$ cat config.mk
export PLATFORM = sky130hd
export DESIGN_NAME = euler_update_stage_flat
export DESIGN_NICKNAME = d
export VERILOG_FILES = /design/src/rtl/euler_pkg.sv /design/src/rtl/euler_update_stage_if.sv /design/src/rtl/euler_update_stage_sat_adder.sv /design/src/rtl/euler_update_stage.sv /design/src/flat_wrapper.sv
export SDC_FILE = /design/constraint.sdc
export NUM_CORES = 1
export LEC_CHECK = 0
export BUFFER_PORTS_ARGS = -buffer_cell sky130_fd_sc_hd__buf_4
export CAP_MARGIN = 15
export CORE_UTILIZATION = 60
export CTS_BUF_LIST = sky130_fd_sc_hd__clkbuf_4
export CTS_CLUSTER_SIZE = 40
export DETAILED_ROUTE_END_ITERATION = 8
export HOLD_SLACK_MARGIN = 0.03
export PLACE_DENSITY = 0.8
export SYNTH_ARGS = -nofsm -noshare
export SYNTH_HDL_FRONTEND = slang
export SYNTH_SLANG_ARGS = --single-unit
$ cat constraint.sdc
create_clock -name clk -period 6.1 [get_ports clk]
set_input_delay 0 -clock clk [delete_from_list [all_inputs] [get_ports clk]]
set_output_delay 0 -clock clk [all_outputs]
set_load 0.01 [all_outputs]
$ cat src/rtl/euler_pkg.sv
// Shared Euler definitions: update-stage state encoding, signed limits and the
// signed-overflow detect reused by every Euler adder.
package euler_pkg;

  localparam logic [1:0] IDLE = 2'd0;
  localparam logic [1:0] ADD  = 2'd1;
  localparam logic [1:0] WB   = 2'd2;

  typedef enum logic [1:0] {
    ST_IDLE = IDLE,
    ST_ADD  = ADD,
    ST_WB   = WB
  } upd_state_t;

  // Limits are built 64 bits wide; callers size-cast to their DATA_SIZE.
  function automatic logic [63:0] smax(input int width);
    return (64'd1 << (width - 1)) - 64'd1;
  endfunction

  function automatic logic [63:0] smin(input int width);
    return 64'd1 << (width - 1);
  endfunction

  function automatic logic add_ovf(input logic a_msb, input logic b_msb, input logic s_msb);
    return (a_msb == b_msb) && (s_msb != a_msb);
  endfunction

endpackage

$ cat src/rtl/euler_update_stage_if.sv
// Bus between the multiplier stage / controller and the Euler update stage.
// start_upd/done_upd: start is sampled only while busy is low; done_upd is a
// one-cycle pulse, and a new start is accepted in that same cycle.
interface euler_update_stage_if #(
  parameter int DATA_SIZE = 32,
  parameter int N_VARS    = 4,
  parameter int IDX_W     = $clog2(N_VARS)
);
  logic                 start_upd;
  logic [IDX_W-1:0]     idx;
  logic [DATA_SIZE-1:0] delta;
  logic                 ovf_in;
  logic                 load_en;
  logic [IDX_W-1:0]     load_idx;
  logic [DATA_SIZE-1:0] load_data;
  logic [IDX_W-1:0]     rd_idx;
  logic                 clr_ovf;
  logic [DATA_SIZE-1:0] rd_data;
  logic                 busy;
  logic                 done_upd;
  logic [DATA_SIZE-1:0] out;
  logic                 overflow_flag;
  logic                 idx_err;
  logic [1:0]           dbg_state;

  modport master (
    output start_upd, idx, delta, ovf_in, load_en, load_idx, load_data, rd_idx, clr_ovf,
    input  rd_data, busy, done_upd, out, overflow_flag, idx_err, dbg_state
  );

  modport slave (
    input  start_upd, idx, delta, ovf_in, load_en, load_idx, load_data, rd_idx, clr_ovf,
    output rd_data, busy, done_upd, out, overflow_flag, idx_err, dbg_state
  );
endinterface

$ cat src/rtl/euler_update_stage_sat_adder.sv
// Combinational signed adder with overflow detect; clamps to the signed
// limits when EULER_UPD_SATURATE_EN is defined, otherwise wraps.
module sat_adder
  import euler_pkg::*;
#(
  parameter int DATA_SIZE = 32
) (
  input  logic [DATA_SIZE-1:0] a,
  input  logic [DATA_SIZE-1:0] b,
  output logic [DATA_SIZE-1:0] sum,
  output logic                 ovf
);
`ifdef EULER_UPD_SATURATE_EN
  localparam logic [DATA_SIZE-1:0] SMAX = DATA_SIZE'(smax(DATA_SIZE));
  localparam logic [DATA_SIZE-1:0] SMIN = DATA_SIZE'(smin(DATA_SIZE));
`endif

  logic [DATA_SIZE-1:0] raw;

  always_comb begin
    raw = a + b;
    ovf = add_ovf(a[DATA_SIZE-1], b[DATA_SIZE-1], raw[DATA_SIZE-1]);
`ifdef EULER_UPD_SATURATE_EN
    // On overflow both operands share a's sign, so a's sign picks the limit.
    sum = ovf ? (a[DATA_SIZE-1] ? SMIN : SMAX) : raw;
`else
    sum = raw;
`endif
  end
endmodule

$ cat src/rtl/euler_update_stage.sv
// Euler update stage: x[idx] <- x[idx] + delta over IDLE->ADD->WB, owning the
// state-variable bank. Saturation is selected by EULER_UPD_SATURATE_EN.
module euler_update_stage
  import euler_pkg::*;
#(
  parameter int DATA_SIZE = 32,
  parameter int N_VARS    = 4,
  parameter int IDX_W     = $clog2(N_VARS)
) (
  input logic clk,
  input logic rst,
  euler_update_stage_if.slave bus
);
  upd_state_t state, state_next;

  logic [DATA_SIZE-1:0] x [N_VARS];
  logic [IDX_W-1:0]     idx_q;
  logic [DATA_SIZE-1:0] a_q, delta_q, sum_q, a_sel, add_sum, out_q;
  logic                 ovf_in_q, ovf_q, add_ovf_w;
  logic                 done_q, idx_err_q, flag_q;

  function automatic logic in_range(input logic [IDX_W-1:0] i);
    return {1'b0, i} < (IDX_W + 1)'(N_VARS);
  endfunction

  assign a_sel        = in_range(bus.idx) ? x[bus.idx] : '0;
  assign bus.rd_data  = in_range(bus.rd_idx) ? x[bus.rd_idx] : '0;
  assign bus.busy     = (state != ST_IDLE);
  assign bus.done_upd = done_q;
  assign bus.idx_err  = idx_err_q;
  assign bus.out      = out_q;
  assign bus.overflow_flag = flag_q;
  assign bus.dbg_state     = state;

  sat_adder #(.DATA_SIZE(DATA_SIZE)) u_add (
    .a   (a_q),
    .b   (delta_q),
    .sum (add_sum),
    .ovf (add_ovf_w)
  );

  always_ff @(posedge clk or negedge rst) begin
    if (!rst) state <= ST_IDLE;
    else      state <= state_next;
  end

  always_comb begin
    state_next = state;
    case (state)
      ST_IDLE: if (bus.start_upd) state_next = ST_ADD;
      ST_ADD:  state_next = ST_WB;
      ST_WB:   state_next = ST_IDLE;
      default: state_next = ST_IDLE;
    endcase
  end

  always_ff @(posedge clk or negedge rst) begin
    if (!rst) begin
      for (int i = 0; i < N_VARS; i++) x[i] <= '0;
      idx_q     <= '0;
      a_q       <= '0;
      delta_q   <= '0;
      sum_q     <= '0;
      ovf_in_q  <= 1'b0;
      ovf_q     <= 1'b0;
      out_q     <= '0;
      done_q    <= 1'b0;
      idx_err_q <= 1'b0;
      flag_q    <= 1'b0;
    end else begin
      done_q    <= 1'b0;
      idx_err_q <= 1'b0;
      case (state)
        ST_IDLE: begin
          // A start in the same cycle as a load takes priority; the load is lost.
          if (bus.start_upd) begin
            idx_q    <= bus.idx;
            delta_q  <= bus.delta;
            ovf_in_q <= bus.ovf_in;
            a_q      <= a_sel;
          end else if (bus.load_en && in_range(bus.load_idx)) begin
            x[bus.load_idx] <= bus.load_data;
          end
        end
        ST_ADD: begin
          sum_q <= add_sum;
          ovf_q <= add_ovf_w | ovf_in_q;
        end
        ST_WB: begin
          if (in_range(idx_q)) begin
            x[idx_q] <= sum_q;
            out_q    <= sum_q;
          end else begin
            idx_err_q <= 1'b1;
          end
          done_q <= 1'b1;
        end
        default: ;
      endcase
      // A completing overflow beats a coincident clear.
      if (state == ST_WB && ovf_q) flag_q <= 1'b1;
      else if (bus.clr_ovf)        flag_q <= 1'b0;
    end
  end
endmodule

$ cat src/flat_wrapper.sv
// flat-port wrapper written by rule: the top's interface ports become plain ports
module euler_update_stage_flat import euler_pkg::*;
#(
  parameter int DATA_SIZE = 32,
  parameter int N_VARS    = 4,
  parameter int IDX_W     = $clog2(N_VARS)
)
  (clk, rst, bus_start_upd, bus_idx, bus_delta, bus_ovf_in, bus_load_en, bus_load_idx, bus_load_data, bus_rd_idx, bus_clr_ovf, bus_rd_data, bus_busy, bus_done_upd, bus_out, bus_overflow_flag, bus_idx_err, bus_dbg_state);
  euler_update_stage_if #(.DATA_SIZE(DATA_SIZE), .N_VARS(N_VARS), .IDX_W(IDX_W)) bus_i ();
  input logic clk;
  input logic rst;
  input wire logic [$bits(bus_i.start_upd)-1:0] bus_start_upd;
  input wire logic [$bits(bus_i.idx)-1:0] bus_idx;
  input wire logic [$bits(bus_i.delta)-1:0] bus_delta;
  input wire logic [$bits(bus_i.ovf_in)-1:0] bus_ovf_in;
  input wire logic [$bits(bus_i.load_en)-1:0] bus_load_en;
  input wire logic [$bits(bus_i.load_idx)-1:0] bus_load_idx;
  input wire logic [$bits(bus_i.load_data)-1:0] bus_load_data;
  input wire logic [$bits(bus_i.rd_idx)-1:0] bus_rd_idx;
  input wire logic [$bits(bus_i.clr_ovf)-1:0] bus_clr_ovf;
  output wire logic [$bits(bus_i.rd_data)-1:0] bus_rd_data;
  output wire logic [$bits(bus_i.busy)-1:0] bus_busy;
  output wire logic [$bits(bus_i.done_upd)-1:0] bus_done_upd;
  output wire logic [$bits(bus_i.out)-1:0] bus_out;
  output wire logic [$bits(bus_i.overflow_flag)-1:0] bus_overflow_flag;
  output wire logic [$bits(bus_i.idx_err)-1:0] bus_idx_err;
  output wire logic [$bits(bus_i.dbg_state)-1:0] bus_dbg_state;
  assign bus_i.start_upd = bus_start_upd;
  assign bus_i.idx = bus_idx;
  assign bus_i.delta = bus_delta;
  assign bus_i.ovf_in = bus_ovf_in;
  assign bus_i.load_en = bus_load_en;
  assign bus_i.load_idx = bus_load_idx;
  assign bus_i.load_data = bus_load_data;
  assign bus_i.rd_idx = bus_rd_idx;
  assign bus_i.clr_ovf = bus_clr_ovf;
  assign bus_rd_data = bus_i.rd_data;
  assign bus_busy = bus_i.busy;
  assign bus_done_upd = bus_i.done_upd;
  assign bus_out = bus_i.out;
  assign bus_overflow_flag = bus_i.overflow_flag;
  assign bus_idx_err = bus_i.idx_err;
  assign bus_dbg_state = bus_i.dbg_state;
  euler_update_stage #(.DATA_SIZE(DATA_SIZE), .N_VARS(N_VARS), .IDX_W(IDX_W)) u_core (.clk(clk), .rst(rst), .bus(bus_i));
endmodule
# After elaboration in Yosys (flattened, before gate mapping)
# Cells that the tools add are included.
dict set report word_totals {
  reg_bits 264
  latch_bits 0
  ram_bits 0
  mem_bits_ro 0
  input_bits 76
  output_inout_bits 70
  word_cells 63
  memories 0
}
dict set report op_classes {
  addsub 1
  multipliers 0
  div 0
  n_lt_le_gt_ge 6
  n_eq_ne 7
  shift 0
  mux 20
  n_bitwise 5
  n_reduce_logical 10
}
# cell count
set op_table {}
lappend op_table {{$bwmux W128} 2}
lappend op_table {{$mux W128} 2}
lappend op_table {{$pmux W128 S2} 1}
lappend op_table {{$mux W32} 6}
lappend op_table {{$bmux W32 S2} 2}
lappend op_table {{$demux W32 S2} 2}
lappend op_table {{$add A32 B32 Y32} 1}
lappend op_table {{$ge A3 B3 Y1 const B} 4}
lappend op_table {{$not A2 Y3} 4}
lappend op_table {{$lt A3 B1 Y1 const B} 2}
lappend op_table {{$ne A2 B2 Y1 const B} 3}
lappend op_table {{$reduce_bool A2 Y1} 3}
lappend op_table {{$logic_and A1 B1 Y1} 4}
lappend op_table {{$pmux W2 S2} 1}
lappend op_table {{$mux W1} 3}
lappend op_table {{$reduce_and A3 Y1} 1}
lappend op_table {{$eq A2 B1 Y1 const B} 1}
lappend op_table {{$eq A2 B2 Y1 const B} 1}
lappend op_table {{$logic_not A2 Y1} 1}
lappend op_table {{$mux W2} 1}
lappend op_table {{$reduce_and A2 Y1} 1}
lappend op_table {{$eq A1 B1 Y1} 1}
lappend op_table {{$ne A1 B1 Y1} 1}
lappend op_table {{$or A1 B1 Y1} 1}

# Logic depth before layout (Yosys ltp)
# Gate-level depths: netlist (run 1).
dict set report logic_depth {
  ltp_word 9
  mapped_depth 9
  ltp_nobuf 9
}

# Hierarchy
# From an unflattened synthesis (run 1), not the netlist that was laid out.
dict set report unflattened {
  hier_cells 1114
  hier_area_um2 14591.5
}
# module instances cells_each area_per_inst_um2
set by_module_without_submodules {}
lappend by_module_without_submodules {euler_update_stage 1 899 12896.1}
lappend by_module_without_submodules {sat_adder 1 215 1695.4}

# Worst setup path before layout (run 1)
# OpenSTA, ideal clock, no wires.
dict set report synth_timing {
  path_type {register -> register}
  startpoint {reg u_core.delta_q[0]}
  endpoint {reg u_core.sum_q[30]}
  setup_time_ps 116
  arrival_ps 2595
  required_ps 5984
  setup_slack_ps 3389
  path_stages_with_launch 10
  n_path_buf 0
  synth_period_minus_slack_ps 2711
  path_cell_list {dfrtp_1 > ha_1 > fa_1 > a211o_1 > a2111o_1 > and4_1 > o21ai_1 > o31ai_1 > a211o_1 > o311ai_0}
}
dict set report synth_via {
  elab_chain_cells 1
}
# element line_no
set synth_rtl {}
lappend synth_rtl {{start, declared} euler_update_stage.sv:18} ;# logic [DATA_SIZE-1:0] a_q, delta_q, sum_q, a_sel, add_sum, out_q;
lappend synth_rtl {{start signal, assigned} euler_update_stage.sv:78} ;# delta_q <= bus.delta;
lappend synth_rtl {{$add A32 B32 Y32} euler_update_stage_sat_adder.sv:21} ;# raw = a + b;
lappend synth_rtl {{end signal, assigned} euler_update_stage.sv:86} ;# sum_q <= add_sum;
lappend synth_rtl {{end, declared} euler_update_stage.sv:18}
# Every way passes these cells.
# A chain may end at the register's enable or synchronous reset.

# Final worst setup path (run 1)
dict set report layout_timing {
  startpoint {reg u_core.state[0] (netlist: u_core.bus.dbg_state[0])}
  endpoint {reg u_core.x[103] (netlist bit)}
}
dict set report layout_via {
  elab_chain_cells 3
}
# element line_no
set layout_rtl {}
lappend layout_rtl {{start, declared} euler_update_stage.sv:14} ;# upd_state_t state, state_next;
lappend layout_rtl {{start signal, assigned} euler_update_stage.sv:44} ;# else state <= state_next;
lappend layout_rtl {{$eq A2 B2 Y1 or $logic_not A2 Y1 (tied branches)} euler_update_stage.sv:73} ;# case (state)
lappend layout_rtl {{$reduce_bool A2 Y1 (no line) or $ne A2 B2 Y1 (tied branches)} -}
lappend layout_rtl {{$reduce_and A3 Y1 (no line)} -}
lappend layout_rtl {{end signal, assigned by index} euler_update_stage.sv:82} ;# x[bus.load_idx] <= bus.load_data;
lappend layout_rtl {{end signal, assigned by index} euler_update_stage.sv:91} ;# x[idx_q] <= sum_q;
lappend layout_rtl {{end, declared} euler_update_stage.sv:16} ;# logic [DATA_SIZE-1:0] x [N_VARS];
# Several ways; a longest one is shown, not always the timed one.

==> out/metrics.yaml, run 1 <==
outcome: "finished, final reports clean"
clkPwrFrac_pct: 19.8
portBuffers: 144
core_area_sq_um: 22800
p_sw_share_pct: 40.4
grt_max_degree: 114
nets: 1628
postRouteAntennaNets: 0
grt_pass1_wl_microns: 65000
cts_setup_buffers: 0
r2r_slack_ns: 2.59
crit_type: "flip-flop to flip-flop"
seq_area_frac_synth_pct: 47.0
synth_area_sq_um: 14100
arrival_ns: 4.02
syn_avg_cell_area_sq_um: 10.6
cts-root-buf: "clkbuf_4"
num_rows: 55
synth_top_area_share_pct: 47.0
min_path_type: "input pin to flip-flop"
drtIter0Drc: 1636
p_comb_share_pct: 39.9
layout.cells.non_filler: 1884
vias: 12300
synth_ff_type: "dfrtp_1"
crit_path_start: "u_core.bus.dbg_state[0]$_DFFE_PN0P_"
hpwl_microns: 25700
clock-sinks: 264
internal-power_mw: 4.51
synth_area_leader_cell: "dfrtp_1"
whs_ns: 0.0824
cts_buffers: 69
fillCellCount: 1584
drc: 0
finalSetupViolations: 0
wirelength_microns: 41200
place.gp.congestion: 0.891
first_pass_iters: 5
r2r_cells: 8
ys_top_cells_by_count: "dfrtp_1 (264), nand2_1 (253), o21ai_0 (136), a32oi_1 (128), clkbuf_1 (98)"
syn_nets: 1437
worst_pin_slew_ns: 1.10
die_x_microns: 155
drive_gt1_share_pct: 25.9
slew_violations: 0
critPathLaunchType: "flip-flop"
ys_top_cells_by_area: "dfrtp_1 (47%), mux4_2 (10%), a32oi_1 (8.0%), nand2_1 (6.8%), mux2_2 (5.4%)"
switchingPower_mw: 3.06
drv_cap: 0
period_share_pct: 57.6
die_y_microns: 155
start_util_pct: 61.7
rsz0062_at_grt: "no"
ys_seq_elements: 264
grt_usage_pct: 35.3
maxSlewHeadroom_pct: 27.0
top_level_ports: 146
die_area_sq_um: 24000
globalRoute.totalOverflow: 0
via_per_inst: 6.53
crit_required_ns: 6.61
crit_path_end_kind: "flip-flop"
dp_cells: 1685
yosys_warnings: 0
clk_pin_slew_worst_paths_ns: 0.06
tritoncts: "built"
clock_latency_ns: 0.69
synthCells: 1329
antenna_found_initial: 1
finalSetupTns_ns: 0
htreeDepth: 3
power_density_nw_per_um2: 449
leakagePower_nw: 7.48
path_max_fanout: 85
async_flop_share_pct: 100
r2r-start: "u_core.bus.dbg_state[0]$_DFFE_PN0P_"
peakVddDrop_v: 0.000301
r2r_end: "u_core.x[103]$_DFFE_PN0P_"
pwr-share-seq_pct: 40.4
grt_pass1_vias: 11900
synth_edf_count: 0
final_hold_viol_count: 0
synth.distinct_cells: 55
setup.worst_path.end: "u_core.x[103]$_DFFE_PN0P_"
max_freq_ghz: 0.285
finalCriticalPeriod_ns: 3.51
power.total_mw: 7.58
area_growth_pct: 20.1
wire_per_inst_microns: 21.9
clock_path_buffers: 3
finalClockSkew_ns: 0.0562
synth.most_common_cell: "dfrtp_1"
[critical path, cell delays in order, from the launching register on]
cell	delay (ns)
dfrtp_1	0.44
nand2b_1	0.18
buf_4	0.27
inv_4	0.66
nor3_2	0.05
buf_4	0.30
a22oi_2	0.72
buf_4	0.52
o21ai_0	0.17
[state kept, by name (all words and copies together), names as in the netlist]
name and flops:
u_core.bus.out 32, u_core.bus.dbg_state 2, u_core.ovf_q 1, u_core.delta_q 32, u_core.x 128, u_core.ovf_in_q 1
u_core.bus.done_upd 1, u_core.sum_q 32, u_core.a_q 32, u_core.idx_q 2, u_core.bus.overflow_flag 1
[power groups by stage]
| stage | combinational (mW) | clock, mW | sequential [mW] |
|---|---|---|---|
| 6_report | 3.02 | 1.50 | 3.06 |
| 5_1_grt | 3.30 | 1.61 | 3.12 |
| 4_1_cts | 2.97 | 1.52 | 3.02 |
| 3_5_place_dp | 2.91 | 0 | 3.04 |
| 3_3_place_gp | 2.85 | 0 | 3.00 |
| 2_1_floorplan | 1.96 | 0 | 2.84 |
[area by class of cell]
cell class              instances  area (sq um)  area share [%]
repair buffers                235          1970            11.7
flip-flops and latches        264          6610            39.1
multi-input cells             944          7050            41.8
well taps                     313           392            2.32
diodes                          2          5.00          0.0296
clock inverters                26           130           0.770
inverters                       6          25.0           0.148
clock buffers                  94           706            4.18
[logic make-up (layout without fill, tap and decap cells)]
group,Yosys count,in the layout,share of synthesized area [%]
multiplexers,134,134,15.8
other,1,3,0.0267
XOR/XNOR,21,21,1.31
buffers and inverters,121,361,3.26
adder cells (fa/ha/maj),32,32,2.90
AO/OA/AOI/OAI,403,403,19.4
AND/OR/NAND/NOR,353,353,10.2
flip-flops,264,264,47.0
[timing repair]
item	4_1_cts	5_1_grt
hold buffers	76	0
gates resized for setup	0	0
hold endpoints to repair	285	0
[worst min-delay path by stage]
stage	cells past startpoint	endpoint	startpoint	slack (ns)
4_1_cts	3	u_core.bus.overflow_flag$_DFFE_PN0P_	bus_clr_ovf	0.03
3_5_place_dp	1	u_core.bus.out[9]$_DFFE_PN0P_	rst	0.15
3_3_place_gp	1	u_core.bus.out[9]$_DFFE_PN0P_	rst	0.15
6_report	3	u_core.bus.overflow_flag$_DFFE_PN0P_	bus_clr_ovf	0.08
5_1_grt	3	u_core.delta_q[30]$_DFFE_PN0P_	bus_delta[30]	0.07
2_1_floorplan	0	u_core.a_q[0]$_DFFE_PN0P_	rst	-0.30
[layout by cell type, fill, tap and decap left out, types with 4 or more instances in the layout]
cell type,count
clkbuf_4,94
o211ai_1,6
nand2_1,253
a21o_1,21
nor2_1,51
a32oi_1,128
dfrtp_1,264
nand3_1,6
buf_4,157
o311ai_0,6
xnor2_1,12
o21ai_0,136
clkinv_1,21
mux2_2,67
a21oi_1,59
inv_1,5
a31oi_1,4
xor2_1,9
nor3_1,5
nand4_1,4
and4_1,4
and3_1,7
mux4_2,64
o21a_1,11
dlygate4sd3_1,76
ha_1,31
[layer usage]
metal  GRT usage, %  wire length [microns]  vias to the layer above
met5              0                      0                        -
met4           13.2                    981                        0
met3           10.9                   5390                       90
met2           51.5                  18500                      801
met1           50.0                  16400                     5997
li1               -                      -                     5422
[stage by stage]
stage / util, % / cell area, sq um / worst slack, ns
5_1_grt: 74.2 / 16900 / 2.34
2_1_floorplan: - / 14100 / 3.39
3_5_place_dp: 67.0 / 15300 / 2.66
3_3_place_gp: 67.0 / 15300 / 2.83
6_report: 74.2 / 16900 / 2.59
4_1_cts: 74.1 / 16900 / 2.65
Power figures use the tool's default switching activity.
==> run 2, diff against run 1 <==
--- a/config.mk
+++ b/config.mk
@@ -7,12 +7,12 @@
 export LEC_CHECK = 0
 export BUFFER_PORTS_ARGS = -buffer_cell sky130_fd_sc_hd__buf_4
 export CAP_MARGIN = 15
-export CORE_UTILIZATION = 60
+export CORE_UTILIZATION = 56
 export CTS_BUF_LIST = sky130_fd_sc_hd__clkbuf_4
 export CTS_CLUSTER_SIZE = 40
 export DETAILED_ROUTE_END_ITERATION = 8
 export HOLD_SLACK_MARGIN = 0.03
-export PLACE_DENSITY = 0.8
+export PLACE_DENSITY = 0.78
 export SYNTH_ARGS = -nofsm -noshare
 export SYNTH_HDL_FRONTEND = slang
 export SYNTH_SLANG_ARGS = --single-unit
==> constraint.sdc (replaced) <==
create_clock -name clk -period 3.18 [get_ports clk]
set_input_delay 0 -clock clk [delete_from_list [all_inputs] [get_ports clk]]
set_output_delay 0 -clock clk [all_outputs]
set_load 0.01 [all_outputs]
==> out/metrics.yaml, run 2 (synthesis gave the netlist of run 1 again) <==
grt_max_degree: 72
cts_setup_buffers: 0
first_pass_iters: 8
num_rows: 57
fillCellCount: 1768
leakagePower_nw: 7.62
clock_path_buffers: 3
slew_violations: 0
crit_type: "flip-flop to flip-flop"
largest_register_ffs: 128
met3_length_microns: 5620
top_level_ports: 146
outcome: "finished, final reports clean"
finalCriticalPeriod_ns: 2.95
max_freq_ghz: 0.339
die_y_microns: 160
cts_buffers: 72
wirelength_microns: 43700
route.layer.met1.wl_microns: 17100
rsz0062_at_grt: "no"
finalSetupViolations: 0
place_area_sq_um: 15500
critPathLaunchType: "flip-flop"
drive_gt1_share_pct: 27.6
arrival_ns: 3.48
final_common_cell: "dfrtp_1"
min_path_type: "input pin to flip-flop"
wl_met2_microns: 19700
place.gp.congestion: 0.904
area_growth_pct: 21.9
via_per_inst: 6.53
tritoncts: "built"
grt_usage_pct: 34.5
drtIter0Drc: 1423
power_density_nw_per_um2: 860
peakVddDrop_v: 0.000436
clock-sinks: 264
hpwl_microns: 27200
crit_path_end_kind: "flip-flop"
portBuffers: 144
clock_latency_ns: 0.69
regMostFlops: "u_core.x"
crit_required_ns: 3.71
drv_cap: 0
postRouteAntennaNets: 0
period_share_pct: 92.8
design_area_sq_um: 17100
whs_ns: 0.0744
final_hold_viol_count: 0
finalClockSkew_ns: 0.0539
htreeDepth: 3
maxUsedRoutingLayer: "met5"
antenna_found_initial: 1
die_x_microns: 160
finalSetupTns_ns: 0
start_util_pct: 57.5
vias: 12500
grt_pass1_wl_microns: 68600
nets: 1653
fin_util_pct: 70.1
globalRoute.totalOverflow: 0
die_area_sq_um: 25700
drc: 0
grt_pass1_vias: 12600
maxSlewHeadroom_pct: 49.6
layout_common_cells: "dfrtp_1 (264), nand2_1 (253), buf_4 (173)"
post-place-ws_ns: 0.156
path_max_fanout: 4
worst_pin_slew_ns: 0.756
cts-root-buf: "clkbuf_4"
wire_per_inst_microns: 22.7
clk_pin_slew_worst_paths_ns: 0.07
finalWorstSetupSlack_ns: 0.230
core_area_sq_um: 24500
[run 2: cell type report]
class / instances / area [sq um] / share of cell area [%]
clock inverter: 22 / 92.6 / 0.540
tap: 324 / 405 / 2.37
antenna: 1 / 2.50 / 0.0146
multi-input combinational: 944 / 7050 / 41.1
clock buffer: 102 / 766 / 4.47
sequential: 264 / 6610 / 38.6
timing repair buffer: 257 / 2190 / 12.8
inverter: 6 / 25.0 / 0.146
[run 2: worst max-delay path, stage by stage (launching register included)]
cell and delay (ns):
dfrtp_1 0.38, ha_1 0.24, fa_1 0.43, a211o_1 0.30, a2111o_1 0.40, and4_1 0.24, o21ai_2 0.24, o31ai_1 0.17
a211o_1 0.31, o311ai_0 0.11
[run 2: path summary, 6_finish.rpt]
path	start	to	slack, ns	depth (start not counted)
hold / removal	bus_idx[0]	u_core.idx_q[0]$_DFFE_PN0P_	0.07	2
hold reg to reg	u_core.bus.out[10]$_DFFE_PN0P_	u_core.bus.out[10]$_DFFE_PN0P_	0.48	2
setup reg to reg	u_core.delta_q[0]$_DFFE_PN0P_	u_core.sum_q[30]$_DFFE_PN0N_	0.23	9
setup / recovery	u_core.delta_q[0]$_DFFE_PN0P_	u_core.sum_q[30]$_DFFE_PN0N_	0.23	9
min in group asynchronous	rst	u_core.x[105]$_DFFE_PN0P_	0.51	4
max in group asynchronous	rst	u_core.delta_q[15]$_DFFE_PN0P_	2.29	4
[run 2: stage by stage]
step,power (mW),instances
floorplan,9.22,1329
global placement,11.3,1716
detailed placement,11.5,1716
CTS,14.6,1919
global route,15.6,1920
finish,14.7,1920
[run 2: routing by layer]
metal | track usage [%] | vias to the layer above
met5 | 1.70 | -
met4 | 12.7 | 2
met3 | 9.22 | 133
met2 | 51.7 | 853
met1 | 48.2 | 6094
li1 | - | 5464
[run 2: what timing repair did]
action,4_1_cts,5_1_grt
resized for setup,0,4
hold endpoints to repair,428,0
hold buffers,79,0
endpoints found under the setup margin,0,3
[run 2: power by group]
group	leakage (nW)	internal (mW)	switching, mW
Clock	0.516	1.48	1.47
Sequential	3.37	4.60	1.28
Combinational	3.74	2.66	3.25
==> run 3, diff against run 2 <==
--- a/config.mk
+++ b/config.mk
@@ -5,6 +5,7 @@
 export SDC_FILE = /design/constraint.sdc
 export NUM_CORES = 1
 export LEC_CHECK = 0
+export ABC_AREA = 1
 export BUFFER_PORTS_ARGS = -buffer_cell sky130_fd_sc_hd__buf_4
 export CAP_MARGIN = 15
 export CORE_UTILIZATION = 56
==> out/metrics.yaml, run 3 <==
synth_top_area_share_pct: 44.8
core_area_sq_um: 26000
syn_nets: 2117
start_util_pct: 56.8
internal-power_mw: 8.81
rsz0062_at_grt: "no"
die_y_microns: 164
async_flop_share_pct: 100
synth_edf_count: 0
final_common_cell: "nand2_1"
finalCriticalPeriod_ns: 2.58
design_area_sq_um: 18400
clkPwrFrac_pct: 20.8
path_max_fanout: 24
clk_pin_slew_worst_paths_ns: 0.07
vias: 15500
whs_ns: 0.0607
final_hold_viol_count: 0
synth.most_common_cell: "nand2_1"
finalSetupTns_ns: 0
cp_slowest_cell: "dlygate4sd3_1"
drv_cap: 0
cp_num_buf_inv: 4
critPathLaunchType: "flip-flop"
met3_length_microns: 5990
grt_usage_pct: 37.5
maxUsedRoutingLayer: "met5"
r2r_slack_ns: 0.60
max_freq_ghz: 0.387
wirelength_microns: 49700
cts_setup_buffers: 0
via_per_inst: 5.80
grt_pass1_vias: 15000
grt_pass1_wl_microns: 77600
place_area_sq_um: 16100
slew_violations: 0
clock_path_buffers: 3
p_sw_share_pct: 41.2
hpwl_microns: 31500
globalRoute.totalOverflow: 0
clock_latency_ns: 0.70
yosys_warnings: 0
drive_gt1_share_pct: 14.5
period_share_pct: 81.3
p_comb_share_pct: 41.3
crit_chain: "inv_1 > nor2_4 > inv_2 > nand3_1 > dlygate4sd3_1 > o21ai_4 > buf_4 > nand2_1 > o21ai_0"
seq_area_frac_synth_pct: 44.8
die_x_microns: 164
synth_ff_type: "dfrtp_1"
drc: 0
grt_max_degree: 94
cpPeakStageDelay_ns: 0.63
drtIter0Drc: 1666
wire_per_inst_microns: 18.6
portBuffers: 144
area_growth_pct: 25.0
leakagePower_nw: 9.13
cts_buffers: 74
tritoncts: "built"
fillCellCount: 2138
synthCells: 2009
htreeDepth: 3
worst_pin_slew_ns: 1.03
cts-root-buf: "clkbuf_4"
layout_common_cells: "nand2_1 (604), dfrtp_1 (264), a21oi_1 (238)"
largest_register_ffs: 128
crit_required_ns: 3.78
num_rows: 59
crit_type: "flip-flop to flip-flop"
finalClockSkew_ns: 0.0554
crit_path_end_kind: "flip-flop"
power.total_mw: 15.0
min_path_type: "input pin to flip-flop"
finalSetupViolations: 0
ys_top_cells_by_area: "dfrtp_1 (45%), nand2_1 (15%), a21oi_1 (8.1%), o21ai_0 (6.2%), inv_1 (4.8%)"
nets: 2396
regMostFlops: "u_core.x"
pwr-share-seq_pct: 37.9
place.gp.congestion: 0.970
route.layer.met1.wl_microns: 19300
outcome: "finished, final reports clean"
synth_area_leader_cell: "dfrtp_1"
wl_met2_microns: 22500
die_area_sq_um: 27000
syn_avg_cell_area_sq_um: 7.34
ys_top_cells_by_count: "nand2_1 (605), dfrtp_1 (264), a21oi_1 (238), inv_1 (190), o21ai_0 (182)"
ys_seq_elements: 264
synth_area_sq_um: 14800
arrival_ns: 3.18
peakVddDrop_v: 0.000466
postRouteAntennaNets: 0
antenna_found_initial: 1
path_delay_family: "buffers and inverters"
synth.distinct_cells: 35
maxSlewHeadroom_pct: 31.3
switchingPower_mw: 6.16
clock-sinks: 264
first_pass_iters: 6
top_level_ports: 146
power_density_nw_per_um2: 811
## run 3: cell count changes after synthesis, moves of 64 or more
cell,before,now
inv_1,5,190
mux4_2,64,0
nand2_1,253,605
a32oi_1,128,0
nor2_1,55,139
o22ai_1,0,97
a21oi_1,59,238
## run 3: area by class of cell
type	instances	area, sq um	share of cell area (%)
antenna	1	2.50	0.0136
clock buffer	107	803	4.35
clock inverter	18	98.8	0.536
inverter	194	728	3.95
multi-input combinational	1438	6980	37.8
sequential	264	6610	35.8
tap	335	419	2.27
timing repair buffer	316	2810	15.2
## run 3: per-layer routing
metal | vias up | GRT usage [%]
met5 | - | 1.52
met4 | 2 | 17.3
met3 | 170 | 9.65
met2 | 912 | 58.1
met1 | 7224 | 49.2
li1 | 7204 | -
## run 3: kinds of logic after synthesis
kind of cell    count (synthesis)  share of synthesized area (%)
mux                            32                           2.44
simple gates                  815                           21.6
flops                         264                           44.8
fa+ha+maj                      32                           2.76
compound gates                553                           20.0
buf+inv                       307                           8.12
other cells                     1                         0.0254
xor+xnor                        5                          0.297
## run 3: through the flow
stage / std cells / setup WS (ns) / utilization (%)
after floorplan: 2009 / 1.28 / -
after global placement: 2407 / 1.07 / 62.1
after detailed placement: 2407 / 0.999 / 62.1
after CTS: 2672 / 0.639 / 71.0
after global routing: 2673 / 0.439 / 71.0
final: 2673 / 0.596 / 71.0
## run 3: path summary, 6_finish.rpt
path / startpoint / endpoint / depth (start not counted)
min reg2reg: u_core.bus.out[4]$_DFFE_PN0P_ / u_core.bus.out[4]$_DFFE_PN0P_ / 2
max in group asynchronous: rst / u_core.x[121]$_DFFE_PN0P_ / 4
max: u_core.bus.dbg_state[1]$_DFFE_PN0P_ / u_core.x[71]$_DFFE_PN0P_ / 9
min: bus_clr_ovf / u_core.bus.overflow_flag$_DFFE_PN0P_ / 3
max reg2reg: u_core.bus.dbg_state[1]$_DFFE_PN0P_ / u_core.x[71]$_DFFE_PN0P_ / 9
min in group asynchronous: rst / u_core.sum_q[5]$_DFFE_PN0N_ / 4
## run 3: worst register-to-register path, cell delays in order, from the launching register on
cell	delay, ns
dfrtp_1	0.40
inv_1	0.12
nor2_4	0.04
inv_2	0.36
nand3_1	0.15
dlygate4sd3_1	0.63
o21ai_4	0.21
buf_4	0.38
nand2_1	0.11
o21ai_0	0.09
## run 3: timing repair
action                    4_1_cts  5_1_grt
hold endpoints to repair      457        0
gates resized for setup         0        0
hold buffers                  140        0
## run 3: power groups by stage
stage	Combinational [mW]	Sequential, mW	Clock, mW
floorplan	3.78	5.44	0
global placement	5.51	5.61	0
detailed placement	5.68	5.65	0
CTS	6.04	5.61	3.15
global route	6.89	5.79	3.34
finish	6.18	5.67	3.11
